### config.mk
export PLATFORM = sky130hd
export DESIGN_NAME = vs_spi_responder_flat
export DESIGN_NICKNAME = d
export VERILOG_FILES = /design/src/rtl/vs_spi_responder_if.sv /design/src/rtl/vs_spi_responder.sv /design/src/flat_wrapper.sv
export SDC_FILE = /design/constraint.sdc
export NUM_CORES = 1
export LEC_CHECK = 0
export BUFFER_PORTS_ARGS = -buffer_cell sky130_fd_sc_hd__buf_4
export CORE_MARGIN = 2
export CORE_UTILIZATION = 47
export DETAILED_ROUTE_END_ITERATION = 16
export PLACE_DENSITY = 0.59
export RECOVER_POWER = 25
export SETUP_SLACK_MARGIN = 0.2
export SYNTH_ARGS = -nofsm -noshare
export SYNTH_HDL_FRONTEND = slang
export SYNTH_SLANG_ARGS = --single-unit
### constraint.sdc
create_clock -name clk_temp -period 6.59 [get_ports clk_temp]
set_input_delay 1.318 -clock clk_temp [delete_from_list [all_inputs] [get_ports clk_temp]]
set_output_delay 1.318 -clock clk_temp [all_outputs]
set_load 0.05 [all_outputs]
### src/rtl/vs_spi_responder_if.sv
// Serial bus between the host master and the codec-style SPI responder.
interface vs_spi_responder_if;
    logic i_XRST;
    logic i_XCS;
    logic i_XDCS;
    logic i_SCK;
    logic i_SI;
    logic o_DREQ;
    logic o_SO;

    modport master (
        output i_XRST, i_XCS, i_XDCS, i_SCK, i_SI,
        input  o_DREQ, o_SO
    );

    modport slave (
        input  i_XRST, i_XCS, i_XDCS, i_SCK, i_SI,
        output o_DREQ, o_SO
    );
endinterface

### src/rtl/vs_spi_responder.sv
// Codec-style SPI responder: SCI register file (32-bit frames), SDI byte FIFO
// drained at a fixed rate, boot/soft-reset hold-off and DREQ flow control.
module vs_spi_responder #(
    parameter int unsigned FIFO_DEPTH  = 32,
    parameter int unsigned DRAIN_DIV   = 64,
    parameter int unsigned BOOT_CYCLES = 1000,
    parameter int unsigned DREQ_FREE   = 2
) (
    input  logic                          clk_temp,
    input  logic                          rst_n,
    vs_spi_responder_if.slave             spi,
    output logic [15:0]                   o_mode,
    output logic [15:0]                   o_vol,
    output logic [7:0]                    o_byte,
    output logic                          o_byte_valid,
    output logic [$clog2(FIFO_DEPTH):0]   o_level,
    output logic                          o_ovf,
    output logic                          o_err
);
    localparam int unsigned AW  = $clog2(FIFO_DEPTH);
    localparam int unsigned LW  = AW + 1;
    localparam int unsigned DCW = $clog2(DRAIN_DIV);
    localparam int unsigned BCW = $clog2(BOOT_CYCLES + 1);

    typedef enum logic [2:0] {HOLD, BOOT, IDLE, SCI_RX, SDI_RX, SRESET} state_t;

    state_t           state;
    logic [4:0]       sync1, sync2;
    logic             sck_d;
    logic             xrst_s, xcs_s, xdcs_s, sck_s, si_s;
    logic             sck_rise, sck_fall;
    logic [BCW-1:0]   boot_cnt;
    logic [5:0]       bit_cnt;
    logic [30:0]      sh;
    logic [31:0]      sh_next;
    logic [15:0]      rd_word;
    logic [DCW-1:0]   drain_cnt;
    logic [AW-1:0]    wr_ptr, rd_ptr;
    logic [7:0]       mem [FIFO_DEPTH];
    logic [15:0]      regs [16];
    logic             dreq_q, so_q;
    logic             active, full, empty;
    logic             sdi_done, push_ok, pop_ok;
    logic             sci_last, sci_wr, flush;

    assign {xrst_s, xcs_s, xdcs_s, sck_s, si_s} = sync2;
    assign sck_rise   = sck_s & ~sck_d;
    assign sck_fall   = ~sck_s & sck_d;
    assign o_mode     = regs[0];
    assign o_vol      = regs[11];
    assign spi.o_DREQ = dreq_q;
    assign spi.o_SO   = so_q;

    // Two-flop synchronizers for all master-driven pins, plus SCK edge history.
    always_ff @(posedge clk_temp or negedge rst_n) begin
        if (!rst_n) begin
            sync1 <= 5'b01100;
            sync2 <= 5'b01100;
            sck_d <= 1'b0;
        end else begin
            sync1 <= {spi.i_XRST, spi.i_XCS, spi.i_XDCS, spi.i_SCK, spi.i_SI};
            sync2 <= sync1;
            sck_d <= sck_s;
        end
    end

    // Frame decode strobes and FIFO push/pop/flush decisions.
    always_comb begin
        active   = (state == IDLE) || (state == SCI_RX) || (state == SDI_RX);
        full     = (o_level == LW'(FIFO_DEPTH));
        empty    = (o_level == '0);
        sh_next  = {sh, si_s};
        sdi_done = xrst_s && (state == SDI_RX) && !xdcs_s && sck_rise && (bit_cnt[2:0] == 3'd7);
        push_ok  = sdi_done && !full;
        pop_ok   = xrst_s && active && (drain_cnt == DCW'(DRAIN_DIV - 1)) && !empty;
        sci_last = xrst_s && (state == SCI_RX) && !xcs_s && sck_rise && (bit_cnt == 6'd31);
        sci_wr   = sci_last && (sh_next[31:24] == 8'h02) && (sh_next[23:20] == 4'h0);
        flush    = sci_wr && (sh_next[19:16] == 4'h0) && sh_next[2];
    end

    // FIFO storage; contents need no reset since occupancy gates every read.
    always_ff @(posedge clk_temp) begin
        if (push_ok)
            mem[wr_ptr] <= sh_next[7:0];
    end

    // Main state machine: boot hold-off, SCI/SDI reception, FIFO control, flags.
    always_ff @(posedge clk_temp or negedge rst_n) begin
        if (!rst_n) begin
            state <= HOLD;  boot_cnt <= '0;  bit_cnt <= '0;  sh <= '0;  rd_word <= '0;
            drain_cnt <= '0;  wr_ptr <= '0;  rd_ptr <= '0;  o_level <= '0;
            o_byte <= '0;  o_byte_valid <= 1'b0;  o_ovf <= 1'b0;  o_err <= 1'b0;
            dreq_q <= 1'b0;  so_q <= 1'b0;
            for (int unsigned i = 0; i < 16; i++) regs[i] <= '0;
            regs[0] <= 16'h0800;
        end else if (!xrst_s) begin
            state <= HOLD;  boot_cnt <= '0;  bit_cnt <= '0;  sh <= '0;  rd_word <= '0;
            drain_cnt <= '0;  wr_ptr <= '0;  rd_ptr <= '0;  o_level <= '0;
            o_byte <= '0;  o_byte_valid <= 1'b0;  o_ovf <= 1'b0;  o_err <= 1'b0;
            dreq_q <= 1'b0;  so_q <= 1'b0;
            for (int unsigned i = 0; i < 16; i++) regs[i] <= '0;
            regs[0] <= 16'h0800;
        end else begin
            o_byte_valid <= 1'b0;
            dreq_q       <= active && (o_level <= LW'(FIFO_DEPTH - DREQ_FREE));

            if (active)
                drain_cnt <= (drain_cnt == DCW'(DRAIN_DIV - 1)) ? '0 : drain_cnt + 1'b1;
            else
                drain_cnt <= '0;

            if (flush) begin
                wr_ptr  <= '0;
                rd_ptr  <= '0;
                o_level <= '0;
            end else begin
                if (push_ok)
                    wr_ptr <= wr_ptr + 1'b1;
                if (pop_ok) begin
                    rd_ptr       <= rd_ptr + 1'b1;
                    o_byte       <= mem[rd_ptr];
                    o_byte_valid <= 1'b1;
                end
                if (push_ok && !pop_ok)
                    o_level <= o_level + 1'b1;
                else if (!push_ok && pop_ok)
                    o_level <= o_level - 1'b1;
            end

            if (sdi_done && full)
                o_ovf <= 1'b1;

            case (state)
                HOLD: begin
                    state    <= BOOT;
                    boot_cnt <= '0;
                end
                BOOT, SRESET: begin
                    if (boot_cnt == BCW'(BOOT_CYCLES - 1))
                        state <= IDLE;
                    else
                        boot_cnt <= boot_cnt + 1'b1;
                end
                IDLE: begin
                    bit_cnt <= '0;
                    sh      <= '0;
                    rd_word <= '0;
                    so_q    <= 1'b0;
                    if (!xcs_s && !xdcs_s)
                        o_err <= 1'b1;
                    else if (!xcs_s)
                        state <= SCI_RX;
                    else if (!xdcs_s)
                        state <= SDI_RX;
                end
                SCI_RX: begin
                    if (xcs_s) begin
                        if (bit_cnt != 6'd32)
                            o_err <= 1'b1;
                        so_q  <= 1'b0;
                        state <= IDLE;
                    end else begin
                        if (sck_rise && (bit_cnt != 6'd32)) begin
                            sh      <= sh_next[30:0];
                            bit_cnt <= bit_cnt + 1'b1;
                            if ((bit_cnt == 6'd7) && (sh_next[7:0] != 8'h02) && (sh_next[7:0] != 8'h03))
                                o_err <= 1'b1;
                            // Read data is latched once the address byte completes.
                            if (bit_cnt == 6'd15)
                                rd_word <= (sh_next[15:8] == 8'h03) ? regs[sh_next[3:0]] : '0;
                            if (sci_last && (sh_next[31:24] == 8'h02) && (sh_next[23:20] != 4'h0))
                                o_err <= 1'b1;
                            if (sci_wr) begin
                                if (sh_next[19:16] == 4'h0)
                                    regs[0] <= sh_next[15:0] & ~16'h0004;
                                else
                                    regs[sh_next[19:16]] <= sh_next[15:0];
                                if (flush) begin
                                    state    <= SRESET;
                                    boot_cnt <= '0;
                                    so_q     <= 1'b0;
                                end
                            end
                        end
                        // ~bit_cnt[3:0] maps completed bits 16..31 onto data bits 15..0.
                        if (sck_fall)
                            so_q <= (bit_cnt >= 6'd16 && bit_cnt < 6'd32) ? rd_word[~bit_cnt[3:0]] : 1'b0;
                    end
                end
                SDI_RX: begin
                    if (xdcs_s)
                        state <= IDLE;
                    else if (sck_rise) begin
                        sh      <= sh_next[30:0];
                        bit_cnt <= bit_cnt + 1'b1;
                    end
                end
                default: state <= HOLD;
            endcase
        end
    end
endmodule

### src/flat_wrapper.sv
// flat-port wrapper written by rule: the top's interface ports become plain ports
module vs_spi_responder_flat 
#(
    parameter int unsigned FIFO_DEPTH  = 32,
    parameter int unsigned DRAIN_DIV   = 64,
    parameter int unsigned BOOT_CYCLES = 1000,
    parameter int unsigned DREQ_FREE   = 2
)
  (clk_temp, rst_n, o_mode, o_vol, o_byte, o_byte_valid, o_level, o_ovf, o_err, spi_i_XRST, spi_i_XCS, spi_i_XDCS, spi_i_SCK, spi_i_SI, spi_o_DREQ, spi_o_SO);
  vs_spi_responder_if spi_i ();
  input  logic clk_temp;
  input  logic rst_n;
  output logic [15:0] o_mode;
  output logic [15:0] o_vol;
  output logic [7:0] o_byte;
  output logic o_byte_valid;
  output logic [$clog2(FIFO_DEPTH):0] o_level;
  output logic o_ovf;
  output logic o_err;
  input wire logic [$bits(spi_i.i_XRST)-1:0] spi_i_XRST;
  input wire logic [$bits(spi_i.i_XCS)-1:0] spi_i_XCS;
  input wire logic [$bits(spi_i.i_XDCS)-1:0] spi_i_XDCS;
  input wire logic [$bits(spi_i.i_SCK)-1:0] spi_i_SCK;
  input wire logic [$bits(spi_i.i_SI)-1:0] spi_i_SI;
  output wire logic [$bits(spi_i.o_DREQ)-1:0] spi_o_DREQ;
  output wire logic [$bits(spi_i.o_SO)-1:0] spi_o_SO;
  assign spi_i.i_XRST = spi_i_XRST;
  assign spi_i.i_XCS = spi_i_XCS;
  assign spi_i.i_XDCS = spi_i_XDCS;
  assign spi_i.i_SCK = spi_i_SCK;
  assign spi_i.i_SI = spi_i_SI;
  assign spi_o_DREQ = spi_i.o_DREQ;
  assign spi_o_SO = spi_i.o_SO;
  vs_spi_responder #(.FIFO_DEPTH(FIFO_DEPTH), .DRAIN_DIV(DRAIN_DIV), .BOOT_CYCLES(BOOT_CYCLES), .DREQ_FREE(DREQ_FREE)) u_core (.clk_temp(clk_temp), .rst_n(rst_n), .spi(spi_i), .o_mode(o_mode), .o_vol(o_vol), .o_byte(o_byte), .o_byte_valid(o_byte_valid), .o_level(o_level), .o_ovf(o_ovf), .o_err(o_err));
endmodule
==> reports/results.ini <==
[critical_path]
cp_cell_sequence = buf_4 > mux4_2 > mux4_2 > inv_1 > o2bb2ai_1
worst-path-max-fanout = 66
cp_data_required_time_ps = 7040
cp_num_buf_inv = 2
critPathSlowestCell = dfrtp_1
max_stage_delay_ps = 2720
crit_type = reg -> reg
cp_top_family = flip-flops
cp-end-kind = register
crit_arrival_ps = 5400
start_kind = register
crit_top_cell = mux4_2

[layout]
layout_commonest_cell = nand2_1
layout_common_cells = nand2_1, dfrtp_1, edfxtp_1, a21oi_1, mux4_2
syn_to_final_growth_pct = 9.75
fin_nets = 2316
drive_gt1_frac = 0.200
utilization = 0.521
fin_cells = 3125
insertedDiodeCount = 0
nFillCells = 5145

[timing]
setup_viol = 0
rsz0062_at_grt = no
finalCritPeriodShare = 0.752
period_needed_ps = 4950
tightest_slew_ps = 3510
slew_headroom = -1.34
drv_slew = 374
tns_ps = 0
max_freq_ghz = 0.202
setup_ws_ps = 1640
holdWs_ps = 351
fin_skew_ps = 38.3
finalHoldViolations = 0

[clock_network]
cts_buffer_depth = 3
numCtsBuffers = 68
clkTransAtPathRegs_ps = 60
clock_latency_ps = 610
postCtsHoldBufs = 0
cts_tree = yes
cts_resized = 0
cts-root-buf = clkbuf_16
cts.htree.levels = 3
postCtsSetupRepairBufs = 0
clkSinkCount = 624

[yosys]
synth_compound_area_frac = 0.0911
synth_seq_area_share = 0.589
yosysTopAreaCell = dfrtp_1
synth_area_leaders = dfrtp_1, edfxtp_1, mux4_2, nand2_1, a21oi_1
synth_top_family_by_area = simple AND/OR/NAND/NOR gates
synthAdderAreaFrac = 0.00724
ys_types = 83
synthSimpleGateAreaFrac = 0.140
synth.cell_area_sq_um = 28700
ys_warn_count = 0
synth_flop_cell = dfrtp_1
synth.mux.area_fraction = 0.121
synth_seq_cells = 624
synth_nets = 2347
async_reset_ff_frac = 0.590
syn_avg_cell_area_sq_um = 12.3
synth_top_area_frac = 0.317
synth-xor-area-share = 0.00336
syn_inst = 2324
synth_edf_count = 256

[detailed_routing]
drt_wl_total_microns = 77000
via_per_inst = 6.01
ant_nets = 0
drtIter0Drc = 1834
first_pass_iters = 5
vias = 18781
wl_per_cell_microns = 24.6
drc = 0

[flow_run]
drv_cap = 7

[placement]
gp_congestion = 0.886
dp.cells = 3005
dp_slack_ps = 2850
io_buffers = 57
hpwlAfterDp_microns = 44500

[global_route]
first_global_vias = 18696
overflow = 0
antenna_found_initial = 1
track_usage = 0.249
grt_max_degree = 156
grt_pass1_wl_microns = 118000

[die]
rows = 90
dieArea_sq_um = 63000
core-area_sq_um = 60400
dieWidth_microns = 251
start_util = 0.475
ios = 58
die_h_microns = 251

[power]
p_per_area_nw_per_um2 = 263
p_leak_uw = 0.0118
ir_worst_vdd_mv = 0.144

[min_path]
hold_class = reg -> reg

[run_status]
status = finished, violations left
violations = max-capacitance violations, max-slew violations

[cell type report]
cell class,count,area (sq um),share of cell area
clock buffers,92,1890,0.0602
clock inverters,28,315,0.0100
inverters,34,135,0.00429
multi-input cells,1460,10400,0.331
flip-flops and latches,624,16900,0.538
well taps,782,978,0.0311
repair buffers,105,815,0.0259
[synth_stat cells (all sizes together), types with 6 or more instances]
master	n
a211o	6
dfrtp	363
a21oi	284
and2b	10
nand3	21
ha	15
nor2	72
mux4	149
nor4	23
and3	10
clkbuf	104
nand2	614
xnor2	7
buf	97
nand4	21
edfxtp	256
o2bb2ai	17
nor2b	16
a22oi	32
and2	7
o21ai	46
nor3	14
inv	33
mux2i	9
[final timing paths]
path / start / end / slack (ps) / cells past startpoint
min in group asynchronous: rst_n / u_core.o_byte_valid / 730 / 1
max in group asynchronous: rst_n / u_core.regs[120] / 4520 / 2
worst max register to register: u_core.sync2[0] / u_core.rd_word[1] / 1640 / 5
worst min register to register: u_core.sync1[0] / u_core.sync2[0] / 350 / 0
worst max-delay path: u_core.sync2[0] / u_core.rd_word[1] / 1640 / 5
worst min-delay path: u_core.sync1[0] / u_core.sync2[0] / 350 / 0
[per-layer routing]
layer  vias to the layer above  global-route usage  share of wire  routed length [microns]
met3                       134              0.0441          0.081                     6240
met4                         0              0.0731          0.026                     1990
met1                      9676               0.363           0.43                    33000
li1                       8219                   -              -                        -
met2                       752               0.385           0.46                    35700
met5                         -                   0              0                        0
[sequential cells by signal, summed over array words and instances (netlist names), 3 cells and up]
| signal | flops |
|---|---|
| u_core.o_byte | 8 |
| u_core.sync1 | 5 |
| u_core.sh | 31 |
| u_core.o_vol | 16 |
| u_core.mem | 256 |
| u_core.o_level | 6 |
| u_core.o_mode | 16 |
| u_core.regs | 224 |
| u_core.boot_cnt | 10 |
| u_core.rd_ptr | 5 |
| u_core.rd_word | 16 |
| u_core.sync2 | 5 |
| u_core.wr_ptr | 5 |
| u_core.drain_cnt | 6 |
| u_core.bit_cnt | 6 |
| u_core.state | 3 |
[where the power goes]
| part | leakage [uW] | switching (uW) | internal [uW] |
|---|---|---|---|
| combinational | 0.00309 | 253 | 91.4 |
| clock | 0.00109 | 1530 | 2280 |
| sequential | 0.00760 | 50.5 | 4050 |
| total | 0.0118 | 1830 | 6430 |
[worst register-to-register path: cells and delay by family, from the launching register on]
kind                   cells  cell delay, ps
buffers and inverters      2             900
DFF                        1            2720
AOI/OAI and AO/OA          1              60
muxes                      2            1130
[cells by family after synthesis]
group	count (synthesis)
simple gates	854
compound gates	418
fa+ha+maj	16
xor+xnor	11
buf+inv	240
mux	161
flops	624
[per-stage QoR]
step | total power, uW | area, sq um
finish | 8260 | 31500
global route | 8530 | 31500
CTS | 8330 | 31500
detailed placement | 4530 | 29300
global placement | 4520 | 29300
floorplan | 4390 | 28700
Power figures use the tool's default switching activity.
